## src/rtl/elastic_pipeline_stage.sv

```systemverilog
// elastic_pipeline_stage: valid/ready register stage with 2-entry skid buffer.
// Optional stall counter enabled by defining PIPELINE_STALL_COUNT_EN.
module elastic_pipeline_stage #(
    parameter int Width = 23
) (
    input  logic             clock,
    input  logic             reset,
    input  logic             flush,
    input  logic             in_valid,
    output logic             in_ready,
    input  logic [Width-1:0] in_data,
    output logic             out_valid,
    input  logic             out_ready,
    output logic [Width-1:0] out_data,
    output logic [1:0]       occupancy,
    output logic [15:0]      stall_count
);
    typedef enum logic [1:0] {EMPTY, ONE, FULL} state_t;
    state_t state, state_nx;
    logic [Width-1:0] main_q, skid_q;
    logic in_fire, out_fire, load_main, load_skid;
    // handshake outputs depend on state only, so out_ready never reaches in_ready
    always_comb begin
        in_ready  = state != FULL;
        out_valid = state != EMPTY;
        occupancy = state == FULL ? 2'd2 : state == ONE ? 2'd1 : 2'd0;
        in_fire   = in_valid & in_ready;
        out_fire  = out_valid & out_ready;
        load_main = in_fire & (state == EMPTY | out_fire);
        load_skid = state == ONE & in_fire & ~out_fire;
        state_nx  = state;
        if (flush)
            state_nx = EMPTY;
        else if (state == EMPTY)
            state_nx = in_fire ? ONE : EMPTY;
        else if (state == ONE)
            state_nx = in_fire & ~out_fire ? FULL : ~in_fire & out_fire ? EMPTY : ONE;
        else
            state_nx = out_fire ? ONE : FULL;
    end
    always_ff @(posedge clock or negedge reset) begin
        if (!reset) begin
            state  <= EMPTY;
            main_q <= '0;
            skid_q <= '0;
        end else begin
            state <= state_nx;
            if (load_main)
                main_q <= in_data;
            else if (state == FULL & out_fire)
                main_q <= skid_q;
            if (load_skid)
                skid_q <= in_data;
        end
    end
    assign out_data = main_q;
`ifdef PIPELINE_STALL_COUNT_EN
    logic [15:0] stall_q;
    always_ff @(posedge clock or negedge reset) begin
        if (!reset)
            stall_q <= '0;
        else if (flush)
            stall_q <= '0;
        else if (out_valid & ~out_ready & stall_q != 16'hFFFF)
            stall_q <= stall_q + 16'd1;
    end
    assign stall_count = stall_q;
`else
    assign stall_count = '0;
`endif
endmodule

```

## config.mk

```make
export PLATFORM = sky130hd
export DESIGN_NAME = elastic_pipeline_stage
export DESIGN_NICKNAME = d
export VERILOG_FILES = /design/src/rtl/elastic_pipeline_stage.sv
export SDC_FILE = /design/constraint.sdc
export NUM_CORES = 1
export LEC_CHECK = 0
export BUFFER_PORTS_ARGS = -buffer_cell sky130_fd_sc_hd__clkbuf_2
export CORE_MARGIN = 3
export CORE_UTILIZATION = 52
export DETAILED_ROUTE_END_ITERATION = 7
export GPL_ROUTABILITY_DRIVEN = 0
export GPL_TIMING_DRIVEN = 0
export PLACE_DENSITY_LB_ADDON = 0.12
export SLEW_MARGIN = 5
export SYNTH_ARGS = -nofsm -noshare
export SYNTH_HDL_FRONTEND = slang
export SYNTH_SLANG_ARGS = --single-unit
```

## constraint.sdc

```tcl
create_clock -name clock -period 1.9 [get_ports clock]
set_clock_uncertainty 0.1 [all_clocks]
set_input_delay 0.38 -clock clock [delete_from_list [all_inputs] [get_ports clock]]
set_output_delay 0.38 -clock clock [all_outputs]
set_load 0.02 [all_outputs]
```

* Word level (Yosys, flattened, before mapping)
Cells that the tools add are included.
** Word-level totals
- Flip-flop bits (word level) :: 48
- Latch bits :: 0
- Bits in writable memories :: 0
- Bits in read-only memories :: 0
- Input bits :: 28
- Output and inout bits :: 43
- Logic and storage cells :: 31
- Memories :: 0
** Cells by class
- $add $sub $neg :: 0
- $mul :: 0
- Div/mod/pow operators :: 0
- Order comparisons :: 0
- Equality and inequality tests :: 3
- Shifts and indexed selects :: 0
- Mux-type cells :: 11
- Bitwise operators :: 11
- Reduce and logical (&&, ||, !) cells :: 3
** Operator list (count)
- $mux W23 :: 2
- $mux W2 :: 6
- $and A1 B1 Y1 :: 8
- $reduce_bool A2 Y1 :: 2
- $mux W1 :: 3
- $eq A2 B1 Y1 const B :: 1
- $eq A2 B2 Y1 const B :: 1
- $logic_not A2 Y1 :: 1
- $ne A2 B2 Y1 const B :: 1
- $not A1 Y1 :: 2
- $or A1 B1 Y1 :: 1

* Depth between registers and ports, before layout
Gate-level depths: netlist of the first run.
- Word-level depth :: 9
- Mapped depth :: 5
- Depth with buffers taken out :: 5

* Worst setup path before layout of the first run
No wires, ideal clock.
- Kind :: reg-to-reg
- From :: reg state[1]
- To :: reg state[0]
- Setup time :: 126 ps
- Data arrival time :: 1522 ps
- Required time :: 1674 ps
- Setup slack :: 152 ps
- Stages on the path, launching flop included :: 6
- Buffers on the path :: 0
- Clock period less this slack :: 1748 ps
- Path through :: dfrtp_1 -> or2b_1 -> and2_1 -> ha_1 -> a211oi_1 -> nor3_1
** On the way
- Word-level cells in the longest chain between the ends :: 9
- Elaborated cells on any way between the ends :: 17
- Those cells by class :: 2 x eq/ne; 7 x mux; 6 x bitwise; 2 x reduce/logical
** RTL lines
- from (decl) :: line 19 : state_t state, state_nx;
- from (signal assigned) :: line 47 : state <= state_nx;
- $ne A2 B2 Y1 * :: line 24 : in_ready = state != FULL;
- net in_ready :: line 10 : output logic in_ready,
- $and A1 B1 Y1 * :: line 27 : in_fire = in_valid & in_ready;
- $not A1 Y1 :: line 37 : state_nx = in_fire & ~out_fire ? FULL : ~in_fire & out_fire ? EMPTY : ONE;
- $and A1 B1 Y1 :: line 37
- $mux W1 :: line 37
- $mux W2 :: line 37
- $mux W2 :: line 36 : else if (state == ONE)
- $mux W2 * :: line 34 : else if (state == EMPTY)
- $mux W2 * :: line 32 : if (flush)
- net state_nx[0] :: line 19
The timed path passes the listed nets; every way through them passes the cells marked *.
A chain may end at the register's enable or synchronous reset.

* Final worst setup path of the first run
- From :: reg state[0]
- To :: reg state[0]
** On the way
- Word-level cells in the longest chain between the ends :: 9
- Elaborated cells on any way between the ends :: 17
- Those cells by class :: 2 x eq/ne; 7 x mux; 6 x bitwise; 2 x reduce/logical
** RTL lines (line)
- $ne A2 B2 Y1 :: 24
- $and A1 B1 Y1 :: 27
- $not A1 Y1 :: 37
- $and A1 B1 Y1 :: 37
- $mux W1 :: 37
- $mux W2 :: 37
- $mux W2 :: 36
- $mux W2 * :: 34
- $mux W2 * :: 32
- net state_nx[0] :: 19
Marked as above.

==> impl_results.md, run 1 <==
* Result of the run: finished clean
* RSZ-0062 raised after global routing: no
* Crit Path Max Fanout at 7
* Ports placed on the boundary at ~70
* Hold Crit Start: flush
* Wire length of the first global-routing pass at roughly 7500 µm
* Cell at the slowest stage of the critical path: dfrtp_1
* Total DRC errors in the routed layout at 0
* Sum of net half-perimeters after detailed placement at around 3500 µm
* Source of the worst register-to-register timing path: state[0]
* Data arrival at the endpoint of the critical path at between 1500 and 2000 ps
* Fin Setup TNS at 0 ps
* Hold Violations, Final at 0
* Type of the worst min-delay path: in -> reg
* P&R area growth vs syn at 21.0%
* Number of pins with negative max-slew slack in the final report at 0
* Startpoint type of the worst setup path: flop
* Number of endpoints failing setup at the final stage at 0
* Final cycle utilization of the critical path at 92.5%
* Number of clock sinks at 48
* Initial antenna violation count at 0
* Largest delay share family, worst path: simple AND/OR/NAND/NOR gates
* Vias in the first global route at 1548
* Clock tree from TritonCTS: done
* Standard-cell rows at 24
* Clock insertion delay at the later pin of the skew report at about 300 ps
* Port-buffer cells at 54
* Total grt overflow at 0
* Max H-tree Level at 2
* Total power per unit cell area at roughly 1100 mW/mm²
* Average vias per placed instance at 5.01
* Start-to-end type of the worst setup path: reg -> reg
* Number of synthesized register bits at 48
* Worst setup EP type: flop
* Maximum clock insertion buffer count at 2
* Ant. Diodes at 0
* Worst max-slew margin expressed relative to the limit at 29.8%
* Total via count in the routed design at 1439
* Proportion of layout cells with a drive suffix above 1 at about 63%
* Terminating pin of the worst hold path: state[1]
* Total buffers and inverters traversed by the critical path at 0
* Clock buffers created by TritonCTS at 5
* Initial core utilization at 55.2%
* Max-cap violations at 0
* Number of instances in the placed design at approximately 280
* Transition at the pin with the smallest max-transition slack at 1050 ps
* Remaining antenna violation count at 0
* Hold Path Depth at 2
* 1st-iter DRT viols at ~80
* Worst path max stage delay at 440 ps
* Highest attainable clock frequency at 569 MHz
* Post-synthesis instance area at 0.00247 mm²
* Detail-routed net length per standard cell at 16.0 µm
* GR Util All Layers at 17.5%
* Internal reg-to-reg setup slack at 140 ps
* Cells after synthesis at 158
* Horizontal die dimension at 74.9 µm
* Number of nets in the final layout at 263
* Worst reg-to-reg path cell count at 5
* Data required time at the worst endpoint at 1980 ps
* Footprint of the multi-input gates at 0.00112 mm²
* Total wirelength of the detailed-routed design at 4580 µm
* Die Ht at ~75 µm
* Area occupied by registers at 0.00120 mm²
* Max VDD drop at 0.000527 V
* Yosys warning count at 0
* Clock slew at reported path FFs at 80 ps
* CP cell instances: or2b_1, and2_1, ha_1, a211oi_1, nor3_1
* CTS root buf: clkbuf_8
* Minimum period implied by the final worst setup slack at 1760 ps
* Average cell area after synthesis at about 16 µm²
* Die Area at 0.00562 mm²
* Largest net degree at the start of global routing at 49
* Number of fillers in the final layout at 349
* Router iterations before antenna repair at 4
* Worst flop-to-flop path endpoint: state[0]
* Portion of the post-synthesis area used by sequential elements at 48.6%
* Final cell count without fillers at about 290
* Count of different cell masters after synthesis at 23
* Standby leakage power at about 1.6 nW
* Area of the core region at 0.00447 mm²
-- registers in the layout, indices dropped and copies added, names as in the netlist --
signal and cells:
out_data 23, skid_q 23, state 2
-- cell type report --
| type | instances | area share (%) |
|---|---|---|
| clock inverter | 1 | 1.00 |
| tap | 52 | 2.18 |
| timing repair buffer | 54 | 9.04 |
| buffer | 23 | 6.86 |
| clock buffer | 7 | 3.22 |
| sequential | 48 | 40.2 |
| multi-input combinational | 101 | 37.4 |
| inverter | 1 | 0.126 |
-- placed cells by master, fill, tap and decap left out --
master | Yosys | final
mux2_2 | 19 | 19
or2b_1 | 1 | 1
clkbuf_2 | 0 | 53
nor2_1 | 1 | 1
nand3b_4 | 1 | 1
nor3_1 | 1 | 1
buf_2 | 0 | 1
dfrtp_2 | 0 | 1
a211oi_1 | 1 | 1
nor2b_1 | 2 | 2
inv_1 | 1 | 1
a21oi_1 | 1 | 1
buf_6 | 2 | 2
ha_1 | 1 | 1
buf_4 | 19 | 19
nor2b_2 | 1 | 1
bufinv_16 | 0 | 1
mux2_1 | 10 | 10
and2_1 | 1 | 1
or2_4 | 1 | 1
buf_12 | 2 | 2
nand2_1 | 2 | 2
dfrtp_1 | 48 | 47
clkbuf_8 | 0 | 7
and3b_1 | 1 | 1
mux2_4 | 40 | 40
conb_1 | 1 | 16
a21bo_4 | 1 | 1
-- worst register-to-register path: stages, from the launching register on --
cell and delay [ps]:
dfrtp_1 440, or2b_1 280, and2_1 170, ha_1 280, a211oi_1 280, nor3_1 90
-- per-layer routing --
metal	up-vias	track usage, %	share of wire, %
met3	7	5.07	5.9
met5	-	0	0
met1	713	22.8	42
li1	672	-	-
met4	0	4.55	0.90
met2	47	28.6	52
-- how the worst max path moves through the flow --
stage | cells past startpoint | start | slack, ps | endpoint
3_5_place_dp | 5 | state[1] | 140 | state[0]
6_report | 5 | state[0] | 140 | state[0]
3_3_place_gp | 5 | state[1] | 230 | state[0]
5_1_grt | 5 | state[0] | 60 | state[0]
4_1_cts | 5 | state[1] | 110 | state[0]
2_1_floorplan | 5 | state[1] | 150 | state[0]
-- Yosys cell counts --
cell type / instances / area [µm²]
mux2_2: 19 / 214
and3b_1: 1 / 8.76
a21bo_4: 1 / 16.3
nor2b_2: 1 / 8.76
mux2_4: 40 / 601
buf_6: 2 / 22.5
nand3b_4: 1 / 20.0
nor3_1: 1 / 5.00
conb_1: 1 / 3.75
and2_1: 1 / 6.26
nor2b_1: 2 / 12.5
nand2_1: 2 / 7.51
or2b_1: 1 / 7.51
a21oi_1: 1 / 5.00
nor2_1: 1 / 3.75
buf_12: 2 / 40.0
or2_4: 1 / 8.76
a211oi_1: 1 / 7.51
dfrtp_1: 48 / 1200
mux2_1: 10 / 113
buf_4: 19 / 143
inv_1: 1 / 3.75
ha_1: 1 / 12.5
-- power breakdown --
part,switching (mW),leakage (nW),internal [mW]
sequential,0.156,0.571,1.30
clock,0.333,0.0645,0.464
combinational,0.422,0.917,0.579
-- metrics by stage --
step                area, µm²  hold WS, ps  total power, mW  utilization (%)  setup WS (ps)
floorplan                2530        -15.6             2.19                -            152
finish                   2990          147             3.25             66.8            142
CTS                      2990          149             3.28             66.8            106
global placement         2860          385             2.41             64.0            231
global route             2990          152             3.41             66.8           62.1
detailed placement       2860          395             2.48             64.0            140
-- kinds of logic after synthesis --
family                   Yosys count  synth area share (%)
AO/OA/AOI/OAI                      3                  1.16
other                              1                 0.152
multiplexers                      69                  37.5
AND/OR/NAND/NOR                   12                  3.60
buffers and inverters             24                  8.46
flip-flops                        48                  48.6
adder cells (fa/ha/maj)            1                 0.506
-- repair_timing --
action / CTS / global route
setup buffers: 0 / 0
hold buffers: 0 / 0
gates resized for setup: 0 / 1
endpoints found under the setup margin: 0 / 1
Note: power is estimated with default switching activity, not from simulation.
==> inputs of run 2 (changes only) <==
--- a/config.mk
+++ b/config.mk
@@ -6,8 +6,9 @@
 export NUM_CORES = 1
 export LEC_CHECK = 0
 export BUFFER_PORTS_ARGS = -buffer_cell sky130_fd_sc_hd__clkbuf_2
+export CAP_MARGIN = 20
 export CORE_MARGIN = 3
-export CORE_UTILIZATION = 52
+export CORE_UTILIZATION = 47
 export DETAILED_ROUTE_END_ITERATION = 7
 export GPL_ROUTABILITY_DRIVEN = 0
 export GPL_TIMING_DRIVEN = 0
==> constraint.sdc (replaced) <==
create_clock -name clock -period 1.6 [get_ports clock]
set_clock_uncertainty 0.1 [all_clocks]
set_input_delay 0.32 -clock clock [delete_from_list [all_inputs] [get_ports clock]]
set_output_delay 0.32 -clock clock [all_outputs]
set_load 0.02 [all_outputs]
==> impl_results.md, run 2 (synthesis results as in run 1) <==
* Result of the run: complete, but fails checks
* Violated checks: setup timing
* Die Ht at 78.5 µm (+4.8%)
* Ports placed on the boundary at 71 (unchanged)
* Worst reg-to-reg path cell count at 4 (-1)
* Transition at the pin with the smallest max-transition slack at 672 ps (-382 ps)
* Setup slack after placement at -129 ps (-270 ps)
* Worst path max stage delay at 480 ps (+40 ps)
* Total via count in the routed design at 1483 (+3.1%)
* Final cycle utilization of the critical path at 104% (+11 points)
* Total wirelength of the detailed-routed design at 4760 µm (+3.8%)
* Minimum period implied by the final worst setup slack at 1660 ps (-95.2 ps)
* Area of the core region at 0.00491 mm² (+9.8%)
* Standby leakage power at 1.64 nW (+5.4%)
* Initial antenna violation count at 0 (unchanged)
* Post-route cell area at 0.00321 mm² (+7.4%)
* Path length in cells of the critical path at 4 (-1)
* Router iterations before antenna repair at 3 (-1)
* Number of endpoints failing setup at the final stage at 40 (+40)
* Wire length of the first global-routing pass at 7800 µm (+4.6%)
* Layout Utilization at 65.4% (-1.4 points)
* Largest net degree at the start of global routing at 49 (unchanged)
* Number of instances in the placed design at 294 (+5.4%)
* Max VDD drop at 0.000606 V (+15%)
* Total Power Consumption at 3.76 mW (+16%)
* CP cell instances: or2_4, a21bo_4, buf_12, mux2_4
* Port-buffer cells at 54 (unchanged)
* Worst setup EP type: flop
* Clock insertion delay at the later pin of the skew report at 300 ps (about the same)
* Initial core utilization at 50.3% (-4.9 points)
* Average vias per placed instance at 4.72 (-5.8%)
* Total power per unit cell area at 1170 mW/mm² (+7.8%)
* Origin of the worst setup path: state[1]
* Remaining antenna violation count at 0 (unchanged)
* GR Util All Layers at 16.0% (-1.5 points)
* Hold slack at 73.6 ps (-73.5 ps)
* Startpoint type of the worst setup path: flop
* CTS root buf: clkbuf_8
* Final cell count without fillers at 314 (+9.4%)
* Total DRC errors in the routed layout at 0 (unchanged)
* 1st-iter DRT viols at 55 (-33%)
* Type of the worst min-delay path: in -> reg
* Worst max-slew margin expressed relative to the limit at 55.2% (+25 points)
* Number of nets in the final layout at 275 (+4.6%)
* Clock slew at reported path FFs at 90 ps (about the same)
* Data required time at the worst endpoint at 1680 ps (-300 ps)
* Number of clock sinks at 48 (unchanged)
* Hold Crit Start: flush
* Top library cells by usage in the layout, fill and taps aside: clkbuf_2, dfrtp_1, mux2_4
* Fin Setup TNS at -1360 ps (-1360 ps)
* Worst setup endpoint: out_data[13]
* Crit Path Max Fanout at 10 (+3)
* Detail-routed net length per standard cell at 15.1 µm (-5.1%)
* Worst flop-to-flop path endpoint: out_data[13]
* Number of pins with negative max-slew slack in the final report at 0 (unchanged)
* Number of fillers in the final layout at 368 (+5.4%)
* Maximum clock insertion buffer count at 2 (unchanged)
* Largest delay share family, worst path: flip-flops
* Source of the worst register-to-register timing path: state[1]
* Final critical-path setup slack at -62.8 ps (-205 ps)
* Clock tree from TritonCTS: done
* Ant. Diodes at 0 (unchanged)
* Die Area at 0.00616 mm² (+9.8%)
* Start-to-end type of the worst setup path: reg -> reg
* Standard-cell rows at 25 (+4.2%)
* Horizontal die dimension at 78.5 µm (+4.8%)
* Proportion of layout cells with a drive suffix above 1 at 66.4% (+3.0 points)
* Total grt overflow at 0 (unchanged)
* Placed inst area at 0.00291 mm² (+1.6%)
* Internal reg-to-reg setup slack at -60 ps (-200 ps)
* Cell at the slowest stage of the critical path: dfrtp_2
* Highest attainable clock frequency at 601 MHz (+5.7%)
* Hold Violations, Final at 0 (unchanged)
* Max-cap violations at 0 (unchanged)
* Data arrival at the endpoint of the critical path at 1750 ps (-80 ps)
* P&R area growth vs syn at 30.0%
* Sum of net half-perimeters after detailed placement at 3320 µm (-5.5%)
* Vias in the first global route at 1634 (+5.6%)
* RSZ-0062 raised after global routing: yes
* Max H-tree Level at 2 (unchanged)
* Total buffers and inverters traversed by the critical path at 1 (+1)
* Clock buffers created by TritonCTS at 5 (unchanged)
* Most common library cell in the layout ignoring fill and taps: clkbuf_2
==> run 2: changes by cell type in the layout (fill, tap and decap cells not counted), moves of 2 or more <==
cell	delta
mux2_2	-3
mux2_4	+3
clkinvlp_4	+2
buf_12	+2
buf_16	+2
buf_4	+3
buf_6	+4
clkbuf_2	-3
==> run 2: cell type report <==
type	instances	area (µm²)	share of cell area [%]
plain buffers	23	234	7.28
clock buffers	6	82.6	2.57
clock inverters	2	15.0	0.467
inverters	1	3.75	0.117
multi-input cells	101	1140	35.6
flip-flops and latches	48	1200	37.5
well taps	67	83.8	2.61
repair buffers	66	447	13.9
==> run 2: worst min-delay path by stage <==
stage | slack [ps] | cells after the start | end
finish | 70 | 2 | state[1]
global route | 70 | 2 | state[1]
CTS | 60 | 2 | state[1]
detailed placement | 390 | 1 | skid_q[6]
global placement | 390 | 2 | state[1]
floorplan | -80 | 0 | out_data[0]
==> run 2: per-layer routing <==
metal / global-route usage (%) / vias to the layer above / part of all wire [%]
met5: 0 / - / 0
met4: 3.32 / 0 / 0.95
met3: 3.90 / 7 / 5.5
met2: 28.3 / 53 / 50
met1: 19.8 / 730 / 43
li1: - / 693 / -
==> run 2: power breakdown <==
part / internal (mW) / switching [mW]
clock: 0.351 / 0.423
combinational: 0.756 / 0.513
sequential: 1.54 / 0.183
total: 2.65 / 1.12
==> run 2: repair_timing <==
item,CTS,global route
pin swaps,1,1
setup endpoints to repair,44,50
hold buffers,0,1
endpoints found under the hold margin,0,24
resized for setup,10,10
setup buffers,3,5
cloned,1,1
==> inputs of run 3 (changes only) <==
--- a/config.mk
+++ b/config.mk
@@ -5,6 +5,7 @@
 export SDC_FILE = /design/constraint.sdc
 export NUM_CORES = 1
 export LEC_CHECK = 0
+export ABC_AREA = 1
 export BUFFER_PORTS_ARGS = -buffer_cell sky130_fd_sc_hd__clkbuf_2
 export CAP_MARGIN = 20
 export CORE_MARGIN = 3
==> impl_results.md, run 3 <==
* Ant. Diodes at 0 (unchanged)
* Start-to-end type of the worst setup path: reg -> out
* Port-buffer cells at 52 (-3.7%)
* Data arrival at the endpoint of the critical path at 1200 ps (-550 ps)
* Source of the worst register-to-register timing path: state[0]
* Total wirelength of the detailed-routed design at 6560 µm (+38%)
* Data required time at the worst endpoint at 1180 ps (-500 ps)
* Clock insertion delay at the later pin of the skew report at 310 ps (about the same)
* Portion of the post-synthesis area used by sequential elements at 46.3% (-2.3 points)
* Average cell area after synthesis at 8.11 µm² (-48%)
* Hold Path Depth at 2 (unchanged)
* Internal reg-to-reg setup slack at 110 ps (+170 ps)
* Yosys warning count at 0 (unchanged)
* Asr flop ratio synth at 100% (unchanged)
* Total grt overflow at 0 (unchanged)
* Total Power Consumption at 3.61 mW (-4.2%)
* Cells after synthesis at 320 (+100%)
* Crit Path Max Fanout at 3 (-7)
* Router iterations before antenna repair at 4 (+1)
* Worst max-slew margin expressed relative to the limit at 48.8% (-6.4 points)
* GR met3 Demand/Resource at 4.26% (+0.36 points)
* Top cell type's share of synthesized area at 46.3% (-2.3 points)
* RSZ-0062 raised after global routing: yes
* Horizontal die dimension at 80.3 µm (+2.3%)
* Clock tree from TritonCTS: done
* Worst setup EP type: primary output
* Number of pins with negative max-slew slack in the final report at 0 (unchanged)
* Terminating pin of the worst hold path: state[1]
* Ports placed on the boundary at 71 (unchanged)
* Violated checks: setup timing
* Proportion of layout cells with a drive suffix above 1 at 29.3% (-37 points)
* Main synth FF type: dfrtp_1
* P&R area growth vs syn at 27.4%
* Wire length of the first global-routing pass at 11100 µm (+42%)
* Final cycle utilization of the critical path at 101% (-2.7 points)
* Standby leakage power at 1.83 nW (+12%)
* Cell taking the most area after synthesis: dfrtp_1
* Vias in the first global route at 2270 (+39%)
* Global routing met2 resource utilization at 36.3% (+8.1 points)
* GR Util All Layers at 22.1% (+6.1 points)
* Worst reg-to-reg path cell count at 8 (+4)
* Cell types with the highest counts after synthesis: nand2_1, dfrtp_1, nand4_1
* Largest net degree at the start of global routing at 28 (-43%)
* Worst flop-to-flop path endpoint: skid_q[20]
* Detail-routed net length per standard cell at 13.7 µm (-9.9%)
* Post-synthesis instance area at 0.00259 mm² (+5.0%)
* Initial antenna violation count at 0 (unchanged)
* Total power per unit cell area at 1090 mW/mm² (-6.8%)
* 1st-iter DRT viols at 160 (+190%)
* Number of nets in the final layout at 438 (+59%)
* Die Area at 0.00645 mm² (+4.6%)
* Remaining antenna violation count at 0 (unchanged)
* Startpoint type of the worst setup path: flop
* Die Ht at 80.3 µm (+2.3%)
* Minimum period implied by the final worst setup slack at 1620 ps (-42.5 ps)
* Initial core utilization at 49.5% (-0.80 points)
* Clock buffers created by TritonCTS at 5 (unchanged)
* Most instantiated library cell after synthesis: nand2_1
* Number of fillers in the final layout at 493 (+34%)
* Maximum clock insertion buffer count at 2 (unchanged)
* Number of endpoints failing setup at the final stage at 1 (-98%)
* Hold Crit Start: flush
* Type of the worst min-delay path: in -> reg
* Area of the core region at 0.00524 mm² (+6.6%)
* Result of the run: complete, but fails checks
* Clock slew at reported path FFs at 90 ps (about the same)
* Met1 Use GR at 29.6% (+9.8 points)
* Hold slack at 65.4 ps (-8.20 ps)
* Sum of net half-perimeters after detailed placement at 4610 µm (+39%)
* Total via count in the routed design at 2416 (+63%)
* Most common library cell in the layout ignoring fill and taps: nand2_1
* Max VDD drop at 0.000575 V (-5.1%)
* Max H-tree Level at 2 (unchanged)
* Top library cells by usage in the layout, fill and taps aside: nand2_1, clkbuf_2, dfrtp_1
* Hold Violations, Final at 0 (unchanged)
* Highest attainable clock frequency at 617 MHz (+2.6%)
* Setup slack after placement at -113 ps (+16.5 ps)
* CTS root buf: clkbuf_8
* Final critical-path setup slack at -20.2 ps (+42.5 ps)
* Count of different cell masters after synthesis at 21 (-8.7%)
* Number of synthesized register bits at 48 (unchanged)
* Standard-cell rows at 26 (+4.0%)
* Max-cap violations at 0 (unchanged)
* Post-synth EDFFs at 0 (unchanged)
* Average vias per placed instance at 5.03 (+6.6%)
* Transition at the pin with the smallest max-transition slack at 768 ps (+96.5 ps)
* Number of clock sinks at 48 (unchanged)
* Synth area leaders: dfrtp_1, nand2_1, nand4_1, buf_4, nand3_1
* Busiest metal layer after global routing: met2
* Total DRC errors in the routed layout at 0 (unchanged)
## run 3: cell types whose count changed in the layout (fill, tap and decap cells not counted), moves of 3 or more
| cell | delta |
|---|---|
| mux2_4 | -43 |
| nand3_1 | +23 |
| nand2_1 | +95 |
| inv_1 | +26 |
| nand4_1 | +46 |
| mux2_2 | -16 |
| clkbuf_1 | +4 |
| buf_2 | +9 |
| buf_12 | -3 |
| mux2_1 | -10 |
| buf_4 | +12 |
| o21ai_1 | +23 |
## run 3: cells by family after synthesis
group	Yosys count	share of synthesized area, %
buf+inv	70	14.9
fa+ha+maj	1	0.482
flops	48	46.3
compound gates	24	4.63
other cells	1	0.145
simple gates	176	33.6
## run 3: power by group
group	total, mW	leakage, nW	internal, mW	switching [mW]
Sequential	1.65	0.579	1.50	0.156
Clock	0.880	0.0552	0.464	0.416
Combinational	1.07	1.20	0.421	0.652
## run 3: through the flow
stage,setup TNS [ps],instances,utilization [%],area (µm²)
2_1_floorplan,0,335,-,2650
3_3_place_gp,-86.9,457,57.2,3000
3_5_place_dp,-113,458,57.8,3030
4_1_cts,-17.8,475,61.8,3240
5_1_grt,-67.6,480,63.1,3300
6_report,-20.2,480,63.1,3300
## run 3: timing repair
action                                 CTS  global route
setup buffers                            8             5
resized for setup                        9            11
pin swaps                                1             1
setup endpoints to repair                4            25
endpoints found under the hold margin   26             0
hold buffers                             1             0
## run 3: cell type report
cell class | count | area, µm² | share of cell area, %
clock buffer | 6 | 72.6 | 2.20
buffer | 41 | 295 | 8.94
clock inverter | 2 | 35.0 | 1.06
tap | 70 | 87.6 | 2.65
timing repair buffer | 67 | 437 | 13.2
inverter | 29 | 111 | 3.37
sequential | 48 | 1200 | 36.4
multi-input combinational | 217 | 1060 | 32.2
## run 3: routing by layer
layer  vias to the layer above  share of wire (%)  wire length (µm)
li1                       1210                  -                 -
met1                      1107                 42              2740
met2                        91                 51              3320
met3                         8                6.4               420
met4                         0                1.0                68
met5                         -                  0                 0
## run 3: worst max-delay path by stage
stage / endpoint / cells past startpoint / start / slack, ps
finish: out_valid / 4 / state[0] / -20
global route: out_valid / 4 / state[0] / -60
CTS: out_valid / 4 / state[0] / -9
detailed placement: state[0] / 8 / out_ready / -110
global placement: state[0] / 8 / out_ready / -90
floorplan: state[0] / 9 / in_valid / 120
## run 3: worst max-delay path, cell delays in order (launching register included)
cell and delay [ps]:
dfrtp_1 430, buf_4 160, nor2_1 80, inv_1 70
buf_4 160
